## src/rtl/nova_bus_pkg.sv

```systemverilog
// Shared definitions for the phi2 bus sequencer family.
//   - DEF_* constants : default bus-cycle geometry
//   - strobe_t        : registered one-cycle strobes produced per bus cycle
//   - clog2()         : counter width helper (never returns less than 1)
//   - params_ok()     : elaboration-time legality check of the cycle geometry
package nova_bus_pkg;

    localparam int DEF_PERIOD      = 10;
    localparam int DEF_HIGH_START  = 5;
    localparam int DEF_ADDR_SAMPLE = 2;
    localparam int DEF_MAX_STRETCH = 15;

    typedef struct packed {
        logic rise;
        logic fall;
        logic dvalid;
    } strobe_t;

    // Width needed to hold values 0..n-1; a 1-bit minimum keeps a
    // MAX_STRETCH of 0 from producing a zero-width counter.
    function automatic int clog2(input int n);
        int r;
        r = 1;
        for (int i = 1; i < 31; i++) begin
            if ((1 << i) < n) r = i + 1;
        end
        return r;
    endfunction

    function automatic bit params_ok(input int period,
                                     input int high_start,
                                     input int addr_sample,
                                     input int max_stretch,
                                     input int addr_w,
                                     input int data_w);
        return (period >= 4) && (period <= 64) &&
               (high_start >= 1) && (high_start <= period - 1) &&
               (addr_sample >= 0) && (addr_sample < high_start) &&
               (max_stretch >= 0) && (addr_w >= 1) && (data_w >= 1);
    endfunction

endpackage

```

## src/rtl/phi2_bus_sequencer_if.sv

```systemverilog
// CPU-side bus bundle of the phi2 bus sequencer.
//   master : drives a, d, stretchReq, haltReq; observes timing and captures
//   slave  : the sequencer itself
// Signal names follow the CPU pin naming used by the rest of the board.
interface phi2_bus_sequencer_if #(
    parameter int ADDR_W = 16,
    parameter int DATA_W = 8,
    parameter int CNT_W  = 4
);
    logic [ADDR_W-1:0] a;
    logic [DATA_W-1:0] d;
    logic              stretchReq;
    logic              haltReq;
    logic              phi2;
    logic              phi2Rise;
    logic              phi2Fall;
    logic [ADDR_W-1:0] addrQ;
    logic              addrValid;
    logic [DATA_W-1:0] dataQ;
    logic              dataValid;
    logic              halted;
    logic [CNT_W-1:0]  stretchCnt;

    modport master (
        output a, d, stretchReq, haltReq,
        input  phi2, phi2Rise, phi2Fall, addrQ, addrValid,
               dataQ, dataValid, halted, stretchCnt
    );

    modport slave (
        input  a, d, stretchReq, haltReq,
        output phi2, phi2Rise, phi2Fall, addrQ, addrValid,
               dataQ, dataValid, halted, stretchCnt
    );
endinterface

```

## src/rtl/phi2_phase_counter.sv

```systemverilog
// Bus-cycle phase counter.
//   clk_i, rst_ni   : clock, asynchronous active-low reset
//   stretch_req_i   : hold the last high state (honoured only in state PERIOD-1)
//   halt_req_i      : park in state 0 (honoured only in state 0)
//   state_o         : current state 0..PERIOD-1
//   state_nxt_o     : state that will be loaded on the next edge
//   advance_o       : final high cycle, counter wraps to 0 on this edge
//   halted_o        : sequencer is parked in state 0
//   stretch_cnt_o   : wait states used in the current bus cycle
module phi2_phase_counter
    import nova_bus_pkg::*;
#(
    parameter int  PERIOD      = DEF_PERIOD,
    parameter int  MAX_STRETCH = DEF_MAX_STRETCH,
    localparam int SW          = clog2(PERIOD),
    localparam int CW          = clog2(MAX_STRETCH + 1)
) (
    input  logic          clk_i,
    input  logic          rst_ni,
    input  logic          stretch_req_i,
    input  logic          halt_req_i,
    output logic [SW-1:0] state_o,
    output logic [SW-1:0] state_nxt_o,
    output logic          advance_o,
    output logic          halted_o,
    output logic [CW-1:0] stretch_cnt_o
);

    localparam logic [SW-1:0] LAST  = SW'(PERIOD - 1);
    localparam logic [CW-1:0] MAX_S = CW'(MAX_STRETCH);

    logic [SW-1:0] state_q, state_d;
    logic [CW-1:0] cnt_q, cnt_d;
    logic          halted_q, halted_d;
    logic          adv;

    always_comb begin
        state_d  = state_q + SW'(1);
        cnt_d    = cnt_q;
        halted_d = 1'b0;
        adv      = 1'b0;
        if (state_q == '0) begin
            cnt_d = '0;
            if (halt_req_i) begin
                state_d  = '0;
                halted_d = 1'b1;
            end
        end else if (state_q == LAST) begin
            // Wait states are bounded: once MAX_S is used the cycle
            // completes even if the request is still asserted.
            if (stretch_req_i && (cnt_q < MAX_S)) begin
                state_d = state_q;
                cnt_d   = cnt_q + CW'(1);
            end else begin
                state_d = '0;
                cnt_d   = '0;
                adv     = 1'b1;
            end
        end
    end

    always_ff @(posedge clk_i or negedge rst_ni) begin
        if (!rst_ni) begin
            state_q  <= '0;
            cnt_q    <= '0;
            halted_q <= 1'b0;
        end else begin
            state_q  <= state_d;
            cnt_q    <= cnt_d;
            halted_q <= halted_d;
        end
    end

    assign state_o       = state_q;
    assign state_nxt_o   = state_d;
    assign advance_o     = adv;
    assign halted_o      = halted_q;
    assign stretch_cnt_o = cnt_q;

endmodule

```

## src/rtl/phi2_bus_sequencer.sv

```systemverilog
// 6502-style bus-cycle sequencer.
//   fpgaClk : system clock
//   resetN  : asynchronous active-low reset
//   bus     : CPU-side bundle (slave modport)
//             in : a, d, stretchReq, haltReq
//             out: phi2, phi2Rise, phi2Fall, addrQ, addrValid, dataQ,
//                  dataValid, halted, stretchCnt
// Every output is a flop: phi2 and the strobes are loaded from the counter's
// next state so they line up exactly with the state they describe.
module phi2_bus_sequencer
    import nova_bus_pkg::*;
#(
    parameter int PERIOD      = DEF_PERIOD,
    parameter int HIGH_START  = DEF_HIGH_START,
    parameter int ADDR_SAMPLE = DEF_ADDR_SAMPLE,
    parameter int MAX_STRETCH = DEF_MAX_STRETCH,
    parameter int ADDR_W      = 16,
    parameter int DATA_W      = 8
) (
    input  logic                 fpgaClk,
    input  logic                 resetN,
    phi2_bus_sequencer_if.slave  bus
);

    localparam int SW = clog2(PERIOD);
    localparam int CW = clog2(MAX_STRETCH + 1);

    localparam logic [SW-1:0] HS = SW'(HIGH_START);
    localparam logic [SW-1:0] AS = SW'(ADDR_SAMPLE);

    if (!params_ok(PERIOD, HIGH_START, ADDR_SAMPLE, MAX_STRETCH, ADDR_W, DATA_W))
    begin : g_bad_params
        $error("phi2_bus_sequencer: illegal PERIOD/HIGH_START/ADDR_SAMPLE/MAX_STRETCH");
    end

    logic [SW-1:0] state, state_nxt;
    logic          adv;
    logic          halted;
    logic [CW-1:0] scnt;

    phi2_phase_counter #(
        .PERIOD      (PERIOD),
        .MAX_STRETCH (MAX_STRETCH)
    ) u_phase (
        .clk_i         (fpgaClk),
        .rst_ni        (resetN),
        .stretch_req_i (bus.stretchReq),
        .halt_req_i    (bus.haltReq),
        .state_o       (state),
        .state_nxt_o   (state_nxt),
        .advance_o     (adv),
        .halted_o      (halted),
        .stretch_cnt_o (scnt)
    );

    logic              phi2_q, phi2_d;
    strobe_t           stb_q, stb_d;
    logic [ADDR_W-1:0] addr_q, addr_d;
    logic              avalid_q, avalid_d;
    logic [DATA_W-1:0] data_q, data_d;

    always_comb begin
        phi2_d = (state_nxt >= HS);
        // Guarded so a stretched HIGH_START == PERIOD-1 pulses only once.
        stb_d.rise   = (state_nxt == HS) && (state != HS);
        stb_d.fall   = adv;
        stb_d.dvalid = adv;

        addr_d   = addr_q;
        avalid_d = avalid_q;
        // Only capture when leaving the sample state, so a halted state 0
        // (ADDR_SAMPLE == 0) does not keep reloading the address.
        if ((state == AS) && (state_nxt != state)) begin
            addr_d   = bus.a;
            avalid_d = 1'b1;
        end
        if (state_nxt == '0) avalid_d = 1'b0;

        data_d = adv ? bus.d : data_q;
    end

    always_ff @(posedge fpgaClk or negedge resetN) begin
        if (!resetN) begin
            phi2_q   <= 1'b0;
            stb_q    <= '0;
            addr_q   <= '0;
            avalid_q <= 1'b0;
            data_q   <= '0;
        end else begin
            phi2_q   <= phi2_d;
            stb_q    <= stb_d;
            addr_q   <= addr_d;
            avalid_q <= avalid_d;
            data_q   <= data_d;
        end
    end

    assign bus.phi2       = phi2_q;
    assign bus.phi2Rise   = stb_q.rise;
    assign bus.phi2Fall   = stb_q.fall;
    assign bus.addrQ      = addr_q;
    assign bus.addrValid  = avalid_q;
    assign bus.dataQ      = data_q;
    assign bus.dataValid  = stb_q.dvalid;
    assign bus.halted     = halted;
    assign bus.stretchCnt = scnt;

endmodule
```

## src/flat_wrapper.sv

```systemverilog
// flat-port wrapper written by rule: the top's interface ports become plain ports
module phi2_bus_sequencer_flat import nova_bus_pkg::*;
#(
    parameter int PERIOD      = DEF_PERIOD,
    parameter int HIGH_START  = DEF_HIGH_START,
    parameter int ADDR_SAMPLE = DEF_ADDR_SAMPLE,
    parameter int MAX_STRETCH = DEF_MAX_STRETCH,
    parameter int ADDR_W      = 16,
    parameter int DATA_W      = 8
)
  (fpgaClk, resetN, bus_a, bus_d, bus_stretchReq, bus_haltReq, bus_phi2, bus_phi2Rise, bus_phi2Fall, bus_addrQ, bus_addrValid, bus_dataQ, bus_dataValid, bus_halted, bus_stretchCnt);
  phi2_bus_sequencer_if #(.ADDR_W(ADDR_W), .DATA_W(DATA_W)) bus_i ();
  input  logic fpgaClk;
  input  logic resetN;
  input wire logic [$bits(bus_i.a)-1:0] bus_a;
  input wire logic [$bits(bus_i.d)-1:0] bus_d;
  input wire logic [$bits(bus_i.stretchReq)-1:0] bus_stretchReq;
  input wire logic [$bits(bus_i.haltReq)-1:0] bus_haltReq;
  output wire logic [$bits(bus_i.phi2)-1:0] bus_phi2;
  output wire logic [$bits(bus_i.phi2Rise)-1:0] bus_phi2Rise;
  output wire logic [$bits(bus_i.phi2Fall)-1:0] bus_phi2Fall;
  output wire logic [$bits(bus_i.addrQ)-1:0] bus_addrQ;
  output wire logic [$bits(bus_i.addrValid)-1:0] bus_addrValid;
  output wire logic [$bits(bus_i.dataQ)-1:0] bus_dataQ;
  output wire logic [$bits(bus_i.dataValid)-1:0] bus_dataValid;
  output wire logic [$bits(bus_i.halted)-1:0] bus_halted;
  output wire logic [$bits(bus_i.stretchCnt)-1:0] bus_stretchCnt;
  assign bus_i.a = bus_a;
  assign bus_i.d = bus_d;
  assign bus_i.stretchReq = bus_stretchReq;
  assign bus_i.haltReq = bus_haltReq;
  assign bus_phi2 = bus_i.phi2;
  assign bus_phi2Rise = bus_i.phi2Rise;
  assign bus_phi2Fall = bus_i.phi2Fall;
  assign bus_addrQ = bus_i.addrQ;
  assign bus_addrValid = bus_i.addrValid;
  assign bus_dataQ = bus_i.dataQ;
  assign bus_dataValid = bus_i.dataValid;
  assign bus_halted = bus_i.halted;
  assign bus_stretchCnt = bus_i.stretchCnt;
  phi2_bus_sequencer #(.PERIOD(PERIOD), .HIGH_START(HIGH_START), .ADDR_SAMPLE(ADDR_SAMPLE), .MAX_STRETCH(MAX_STRETCH), .ADDR_W(ADDR_W), .DATA_W(DATA_W)) u_core (.fpgaClk(fpgaClk), .resetN(resetN), .bus(bus_i));
endmodule
```

## config.mk

```make
export PLATFORM = sky130hd
export DESIGN_NAME = phi2_bus_sequencer_flat
export DESIGN_NICKNAME = d
export VERILOG_FILES = /design/src/rtl/nova_bus_pkg.sv /design/src/rtl/phi2_bus_sequencer_if.sv /design/src/rtl/phi2_phase_counter.sv /design/src/rtl/phi2_bus_sequencer.sv /design/src/flat_wrapper.sv
export SDC_FILE = /design/constraint.sdc
export NUM_CORES = 1
export LEC_CHECK = 0
export BUFFER_PORTS_ARGS = -buffer_cell sky130_fd_sc_hd__buf_4
export CELL_PAD_IN_SITES_DETAIL_PLACEMENT = 1
export CELL_PAD_IN_SITES_GLOBAL_PLACEMENT = 1
export CORE_ASPECT_RATIO = 0.75
export CORE_MARGIN = 2
export CORE_UTILIZATION = 30
export CTS_BUF_LIST = sky130_fd_sc_hd__clkbuf_4
export DETAILED_ROUTE_END_ITERATION = 10
export GPL_TIMING_DRIVEN = 0
export PLACE_DENSITY_LB_ADDON = 0.3
export SKIP_CTS_REPAIR_TIMING = 1
export SKIP_LAST_GASP = 1
export SLEW_MARGIN = 20
export SYNTH_ARGS = -nofsm -noshare
export SYNTH_HDL_FRONTEND = slang
export SYNTH_SLANG_ARGS = --single-unit
```

## constraint.sdc

```tcl
create_clock -name fpgaClk -period 1.75 [get_ports fpgaClk]
set_input_delay 0.2625 -clock fpgaClk [delete_from_list [all_inputs] [get_ports fpgaClk]]
set_output_delay 0.2625 -clock fpgaClk [all_outputs]
set_load 0.02 [all_outputs]
```

## After elaboration in Yosys (flattened, before gate mapping)

Cells that the tools add are included.

- Register bits: 37
- Bits in latches: 0
- Bits in writable memories: 0
- Memory bits (read-only): 0
- Input port bits: 28
- Output and inout port bits: 34
- Word-level logic and storage cells: 39
- Memories kept: 0

- Add/sub/neg operators: 2
- Multipliers: 0
- Divide/modulo/power cells: 0
- Order comparisons: 2
- Equal/unequal tests: 5
- Shift operators: 0
- Multiplexer cells: 14
- Bitwise gates (word level): 0
- Reductions and logical operators: 7

Operator list:

| kind | number |
|---|---|
| $mux 4 | 7 |
| $add 4x1->4 const B | 2 |
| $logic_not 4->1 | 2 |
| $mux 1 | 7 |
| $eq 4x2->1 const B | 1 |
| $eq 4x3->1 const B | 1 |
| $eq 4x4->1 const B | 1 |
| $ge 4x3->1 const B | 1 |
| $lt 4x4->1 const B | 1 |
| $ne 4x3->1 const B | 1 |
| $ne 4x4->1 | 1 |
| $reduce_bool 2->1 | 2 |
| $logic_and 1x1->1 | 3 |

## Depth between registers and ports, before layout

Gate-level depths: netlist of run 1.

- Word-level depth: 9
- Gate-level depth with buffers: 8

## Hierarchy

Synthesis of run 1 repeated with hierarchy kept, for this count alone.

- Cell total of the unflattened synthesis: 111
- Area total of the unflattened synthesis: 1612.8 µm²

Modules (own cells, without submodules):

| module | times used | cells an instance | area each (µm²) |
|---|---|---|---|
| phi2_bus_sequencer | 1 | 66 | 1122.3 |
| phi2_phase_counter | 1 | 45 | 490.5 |

## Least setup slack after synthesis of run 1

OpenSTA, ideal clock, no wires.

- Path type: register to register
- From: register u_core.u_phase.cnt_q[0] (netlist: u_core.u_phase.stretch_cnt_o[0])
- To: register u_core.data_q[0] (netlist: u_core.bus.dataQ[0])
- Setup time: 125 ps
- Arrival time: 1635 ps
- Required time: 1625 ps
- Setup slack: -9 ps
- Stages on the path, launching flop included: 6
- Path buffers: 0
- Clock period less this slack: 1759 ps
- Cells stage by stage: dfrtp_1 ha_1 nand3_1 and2_1 nor2_4 mux2_2

- Word-level cells in the longest chain between the ends: 5

RTL lines:

| item | RTL line | RTL |
|---|---|---|
| from (decl) | phi2_phase_counter.sv:33 | `logic [CW-1:0] cnt_q, cnt_d;` |
| from (signal assigned) | phi2_phase_counter.sv:69 | `cnt_q <= cnt_d;` |
| $lt 4x4->1 | phi2_phase_counter.sv:51 | `if (stretch_req_i && (cnt_q < MAX_S)) begin` |
| $logic_and 1x1->1 | phi2_phase_counter.sv:51 |  |
| $mux 1 | phi2_phase_counter.sv:51 |  |
| $mux 1 | phi2_phase_counter.sv:48 | `end else if (state_q == LAST) begin` |
| $mux 1 | phi2_phase_counter.sv:42 | `if (state_q == '0) begin` |
| net u_core.adv | phi2_bus_sequencer.sv:37 | `logic adv;` |
| to (signal assigned) | phi2_bus_sequencer.sv:94 | `data_q <= data_d;` |
| to (decl) | phi2_bus_sequencer.sv:60 | `logic [DATA_W-1:0] data_q, data_d;` |

The timed path passes the listed nets, and every way through them passes these cells.
A chain may end at the register's enable or synchronous reset.

## Worst setup path after layout of run 1

- From: register u_core.u_phase.state_q[0] (netlist: u_core.u_phase.state_o[0])
- To: register u_core.addr_q[8] (netlist: u_core.bus.addrQ[8])

- Word-level cells in the longest chain between the ends: 5
- Elaborated cells on any way between the ends: 10
- Classes of those cells: add/sub: 1; eq/ne: 3; mux: 4; reduce/logical: 2

RTL lines:

| item | RTL line | RTL |
|---|---|---|
| from (decl) | phi2_phase_counter.sv:32 | `logic [SW-1:0] state_q, state_d;` |
| from (signal assigned) | phi2_phase_counter.sv:68 | `state_q <= state_d;` |
| $add 4x1->4 (tied with other cells) | phi2_phase_counter.sv:38 | `state_d = state_q + SW'(1);` |
| $mux 4, on equally long branches | phi2_phase_counter.sv:48, phi2_phase_counter.sv:44 |  |
| $mux 4 | phi2_phase_counter.sv:42 |  |
| $ne 4x4->1 | phi2_bus_sequencer.sv:73 | `if ((state == AS) && (state_nxt != state)) begin` |
| $logic_and 1x1->1 (*) | phi2_bus_sequencer.sv:73 |  |
| to (signal assigned) | phi2_bus_sequencer.sv:92 | `addr_q <= addr_d;` |
| to (decl) | phi2_bus_sequencer.sv:58 | `logic [ADDR_W-1:0] addr_q, addr_d;` |

Every way passes the cells marked *; elsewhere a longest branch is shown, timed or not.

==> results of run 1 <==
-- layout make-up --
| class | instances | area [um2] |
|---|---|---|
| Clock inverter | 2 | 33.8 |
| Timing Repair Buffer | 75 | 569 |
| Multi-Input combinational cell | 78 | 704 |
| Tap cell | 75 | 93.8 |
| Sequential cell | 37 | 930 |
| Fill cell | 609 | 2880 |
| Clock buffer | 6 | 45.0 |
| Buffer | 6 | 57.6 |
| Inverter | 4 | 15.0 |
-- cell families (layout without fill, tap and decap cells) --
| family | Yosys count | after routing | share of synthesized area |
|---|---|---|---|
| flip-flops | 37 | 37 | 0.563 |
| AND/OR/NAND/NOR | 31 | 32 | 0.117 |
| buffers and inverters | 10 | 93 | 0.0403 |
| XOR/XNOR | 2 | 2 | 0.0107 |
| adder cells (fa/ha/maj) | 5 | 5 | 0.0381 |
| AO/OA/AOI/OAI | 15 | 15 | 0.0662 |
| multiplexers | 24 | 24 | 0.164 |
-- path summary, 6_finish.rpt --
path                            depth (start not counted)                           startpoint  slack (ns)                                          end
worst max-delay path                                    7  u_core.u_phase.state_o[0]$_DFF_PN0_     -0.0008              u_core.bus.addrQ[8]$_DFFE_PN0P_
max in group asynchronous                               2                               resetN        0.96          u_core.u_phase.state_o[1]$_DFF_PN0_
worst max register to register                          7  u_core.u_phase.state_o[0]$_DFF_PN0_     -0.0008              u_core.bus.addrQ[8]$_DFFE_PN0P_
worst min-delay path                                    2                             bus_d[3]        0.15              u_core.bus.dataQ[3]$_DFFE_PN0P_
worst min register to register                          1      u_core.bus.dataQ[2]$_DFFE_PN0P_        0.52              u_core.bus.dataQ[2]$_DFFE_PN0P_
min in group asynchronous                               2                               resetN        0.42  u_core.u_phase.stretch_cnt_o[3]$_DFFE_PN0P_
-- layer usage --
metal | GRT usage | vias up
li1 | - | 599
met1 | 0.171 | 639
met2 | 0.219 | 47
met3 | 0.0483 | 2
met4 | 0.0280 | 0
met5 | 0 | -
-- critical path: cells and delay by family (launching register included) --
family	cells	cell delay, ns
buffers and inverters	3	0.39
adder cells (fa/ha/maj)	1	0.14
flip-flops	1	0.47
AO/OA/AOI/OAI	1	0.30
AND/OR/NAND/NOR	1	0.07
multiplexers	1	0.27
-- power by group --
| part | switching (uW) | total [uW] | internal, uW |
|---|---|---|---|
| clock network | 284 | 597 | 313 |
| registers | 212 | 1460 | 1250 |
| logic | 1210 | 2460 | 1250 |
| total | 1710 | 4510 | 2800 |
-- per-stage QoR --
step | setup slack [ns] | total power (uW) | hold slack [ns] | setup TNS, ns
finish | -0.000806 | 4510 | 0.150 | -0.000806
global placement | -0.121 | 3560 | 0.251 | -1.10
global route | -0.0497 | 4830 | 0.121 | -0.679
CTS | -0.219 | 4250 | -0.117 | -3.00
floorplan | 0.00199 | 2790 | -0.0331 | 0
detailed placement | -0.186 | 3650 | 0.257 | -2.19
-- flip-flops by register name, summed over array words and instances (netlist names) --
name and count:
u_core.u_phase.stretch_cnt_o 4, u_core.u_phase.state_o 4, u_core.u_phase.halted_o 1, u_core.bus.dataQ 8, u_core.bus.phi2 1, u_core.bus.phi2Rise 1
u_core.bus.addrQ 16, u_core.bus.addrValid 1, u_core.bus.phi2Fall 1
-- cells in the mapped netlist --
library cell	n	area share
inv_1	4	0.0091
and4bb_2	1	0.0076
dfrtp_1	37	0.56
buf_2	1	0.0030
xnor2_1	2	0.011
clkbuf_2	1	0.0030
o21ai_0	3	0.0091
nand2_1	6	0.014
a31o_2	1	0.0053
nor3_1	3	0.0091
nor2_1	6	0.014
a31oi_1	1	0.0038
nor3b_1	2	0.0091
and3b_1	1	0.0053
buf_4	1	0.0046
buf_6	3	0.021
and2_1	1	0.0038
nor2_4	1	0.0068
o21a_1	1	0.0046
mux2_2	24	0.16
and2b_2	1	0.0053
a21boi_0	1	0.0046
nand3_1	3	0.0091
ha_1	5	0.038
a32o_1	1	0.0061
or2b_2	1	0.0053
or3_1	1	0.0038
nand3_4	1	0.011
a21oi_1	2	0.0061
o311a_1	1	0.0061
a2bb2oi_1	2	0.011
o211ai_1	1	0.0046
o2bb2ai_1	1	0.0053
and2b_1	1	0.0046
nand3b_1	2	0.0091
==> results.json, run 1 <==
{
  "min_period_ns": 1.75,
  "synth_cell_types": 35,
  "vias": 1287,
  "finClkSkew_ns": 0.00996,
  "cts_tree": "built",
  "post-route-util": 0.460,
  "met1_length_um": 1810,
  "layout_common_cells": "74 x buf_4, 34 x dfrtp_1, 24 x mux2_2",
  "wl_um": 4300,
  "cts-root-buf": "clkbuf_4",
  "fin_nets": 240,
  "synth_nets": 157,
  "area_delta_synth_final_pct": 48.9,
  "initial_core_util": 0.309,
  "hpwl_um": 2920,
  "max_freq_mhz": 571,
  "status": "finished, violations left",
  "final_common_cell": "buf_4",
  "grt_pass1_vias": 1289,
  "start_kind": "register",
  "syn_inst": 124,
  "cts.sink_count": 37,
  "cts-htree-levels": 2,
  "hold_violations": 0,
  "max_slew_margin": 0.677,
  "io_buffers": 61,
  "crit_chain": "inv_2, ha_4, nand2_1, o311a_1, buf_6, buf_6, mux2_2",
  "track_usage": 0.134,
  "ys_ff_latch": 37,
  "insertion_delay_ns": 0.34,
  "syn_area_per_cell_um2": 13.3,
  "die_area_mm2": 0.00609,
  "cp_slowest_cell": "dfrtp_2",
  "clk_pin_slew_worst_paths_ns": 0.12,
  "finalNonFillerCells": 283,
  "fp.dieW_um": 89.5,
  "dr_wl_met2_um": 2150,
  "grt_overflow": 0,
  "postPlaceCellArea_mm2": 0.00220,
  "setup_viol": 1,
  "io_pins": 62,
  "grt_first_pass_wirelength_um": 6210,
  "num_rows": 23,
  "drv_slew": 0,
  "crit_arrival_ns": 1.98,
  "synth_seq_area_share": 0.563,
  "fin_crit_sh": 1.00,
  "crit_path_end_kind": "register",
  "gp_congestion": 0.808,
  "pwr_density_cell_mw_per_mm2": 1840,
  "drive_gt1_frac": 0.620,
  "drtPass1Iterations": 4,
  "setup_ws_ns": -0.000806,
  "antenna_found_initial": 0,
  "hold_class": "in2reg",
  "drcViolationCount": 0,
  "place_inst": 260,
  "coreArea_mm2": 0.00532,
  "netlist_area_mm2": 0.00164,
  "wire_per_inst_um": 15.2,
  "numCtsBuffers": 5,
  "violations": "setup timing",
  "critPathKind": "reg2reg",
  "ir_drop_mv": 0.703,
  "crit_top_cell": "buf_6",
  "maxCapViolCount": 0,
  "stdcell_area_mm2": 0.00245,
  "grt_max_degree": 38,
  "ys.warnings.count": 0,
  "drtIter0Drc": 44,
  "worst_pin_slew_ns": 0.485,
  "die_h_um": 68.1,
  "dr.max_layer_used": "met4",
  "via_per_inst": 4.55,
  "dr_wl_met3_um": 306,
  "total_leakage_power_uw": 0.00115,
  "ant_nets": 0,
  "cts_buffer_depth": 2,
  "cp.required_ns": 1.98,
  "cpPeakStageDelay_ns": 0.47,
  "cp_max_fo": 10,
  "n_antenna_cell": 0
}
(Power assumes the default switching activity.)
==> run 2: changes to the inputs <==
--- a/config.mk
+++ b/config.mk
@@ -10,7 +10,7 @@
 export CELL_PAD_IN_SITES_GLOBAL_PLACEMENT = 1
 export CORE_ASPECT_RATIO = 0.75
 export CORE_MARGIN = 2
-export CORE_UTILIZATION = 30
+export CORE_UTILIZATION = 35
 export CTS_BUF_LIST = sky130_fd_sc_hd__clkbuf_4
 export DETAILED_ROUTE_END_ITERATION = 10
 export GPL_TIMING_DRIVEN = 0
==> run 2 against run 1 <==
Effect of this change: the run now ends clean; critical path depth stayed put; combinational power is 2% lower; sequential power hardly changed; flip-flop and latch count stayed put; worst hold slack better by 0.0042 ns; clock-buffer cell count stayed put; die area is 14% lower; via count is 1.0% lower; global-route usage is 2.6 points higher; worst setup slack better by 0.052 ns.
==> results.json, run 2 (synthesis results as in run 1) <==
{
  "crit_path_end_kind": "register",
  "initial_core_util": 0.366,
  "n_antenna_cell": 0,
  "drive_gt1_frac": 0.625,
  "layout_common_cells": "75 x buf_4, 34 x dfrtp_1, 24 x mux2_2",
  "cts_tree": "built",
  "cts-htree-levels": 2,
  "ff_latch_area_um2": 930,
  "max_freq_mhz": 589,
  "worst_pin_slew_ns": 0.464,
  "min_period_ns": 1.70,
  "hpwl_um": 3070,
  "maxCapViolCount": 0,
  "finClkSkew_ns": 0.00670,
  "wire_per_inst_um": 15.6,
  "vias": 1274,
  "cts-root-buf": "clkbuf_4",
  "fp.dieW_um": 83.1,
  "drv_slew": 0,
  "coreArea_mm2": 0.00449,
  "r2r-start": "u_core.u_phase.state_o[1]$_DFF_PN0_",
  "critPathKind": "reg2reg",
  "antenna_found_initial": 0,
  "hold_violations": 0,
  "area_delta_synth_final_pct": 47.9,
  "status": "finished clean",
  "r2r_cells": 7,
  "clk_pin_slew_worst_paths_ns": 0.11,
  "num_rows": 21,
  "io_buffers": 61,
  "grt_pass1_vias": 1320,
  "pwr_density_cell_mw_per_mm2": 1830,
  "die_h_um": 63.4,
  "fin_crit_sh": 0.971,
  "holdPathStages": 2,
  "io_pins": 62,
  "crit_arrival_ns": 1.92,
  "cts.sink_count": 37,
  "track_usage": 0.160,
  "drtPass1Iterations": 4,
  "final_common_cell": "buf_4",
  "largest_reg_flops": 16,
  "gp_congestion": 0.739,
  "multi_input_area_um2": 706,
  "drtIter0Drc": 39,
  "grt_max_degree": 38,
  "via_per_inst": 4.81,
  "min_from": "bus_a[15]",
  "fin_nets": 240,
  "cp.required_ns": 1.97,
  "hold_class": "in2reg",
  "setup_viol": 0,
  "grt_overflow": 0,
  "grt_first_pass_wirelength_um": 6670,
  "wl_um": 4140,
  "insertion_delay_ns": 0.33,
  "total_leakage_power_uw": 0.00115,
  "cts_buffer_depth": 2,
  "die_area_mm2": 0.00527,
  "detailedPlace.worstSlack_ns": -0.199,
  "start_kind": "register",
  "fillers": 473,
  "drcViolationCount": 0,
  "numCtsBuffers": 5,
  "cp_max_fo": 10,
  "ir_drop_mv": 0.806,
  "setup.worst_path.start": "u_core.u_phase.state_o[1]$_DFF_PN0_",
  "setup_ws_ns": 0.0510,
  "ant_nets": 0,
  "max_slew_margin": 0.691,
  "finalSetupTns_ns": 0
}
## run 2: changes by cell type in the layout (fill, tap and decap cells not counted), sizes merged
cell	delta
clkbuf	+1
nor2	-1
## run 2: path summary, 6_finish.rpt
check	end	slack, ns
worst max register to register	u_core.bus.addrQ[10]$_DFFE_PN0P_	0.05
worst min register to register	u_core.bus.dataQ[2]$_DFFE_PN0P_	0.52
min in group asynchronous	u_core.u_phase.stretch_cnt_o[3]$_DFFE_PN0P_	0.42
worst max-delay path	u_core.bus.addrQ[10]$_DFFE_PN0P_	0.05
worst min-delay path	u_core.bus.addrQ[15]$_DFFE_PN0P_	0.15
max in group asynchronous	u_core.u_phase.state_o[0]$_DFF_PN0_	0.97
## run 2: layout make-up
class | count | share of cell area
Tap cell | 57 | 0.0293
Multi-Input combinational cell | 77 | 0.290
Clock inverter | 2 | 0.0139
Sequential cell | 37 | 0.382
Inverter | 4 | 0.00721
Buffer | 6 | 0.0237
Clock buffer | 6 | 0.0185
Timing Repair Buffer | 76 | 0.235
## run 2: per-stage QoR
stage	cell area (um2)	std cells	utilization	power, uW	hold WS [ns]
after floorplan	1650	124	-	2790	-0.0331
after CTS	2250	250	0.502	4260	-0.118
final	2430	265	0.541	4460	0.154
after detailed placement	2170	242	0.484	3670	0.258
after global placement	2170	242	0.484	3550	0.243
after global routing	2430	265	0.541	4790	0.119
## run 2: worst max-delay path, cell delays in order (launching register included)
cell	delay, ns
dfrtp_2	0.46
inv_4	0.10
ha_4	0.13
nand2_1	0.05
o311a_1	0.30
buf_6	0.14
buf_6	0.14
mux2_2	0.27
## run 2: report_power, final
part           leakage (uW)  switching [uW]  internal, uW
logic              0.000658            1170          1240
clock network     0.0000433             263           313
registers          0.000449             230          1250
total               0.00115            1660          2800
## run 2: per-layer routing
metal | part of all wire | vias to the layer above | GRT usage
li1 | - | 606 | -
met3 | 0.060 | 4 | 0.0550
met2 | 0.52 | 40 | 0.272
met4 | 0.0094 | 0 | 0.0492
met1 | 0.41 | 624 | 0.193
met5 | 0 | - | 0
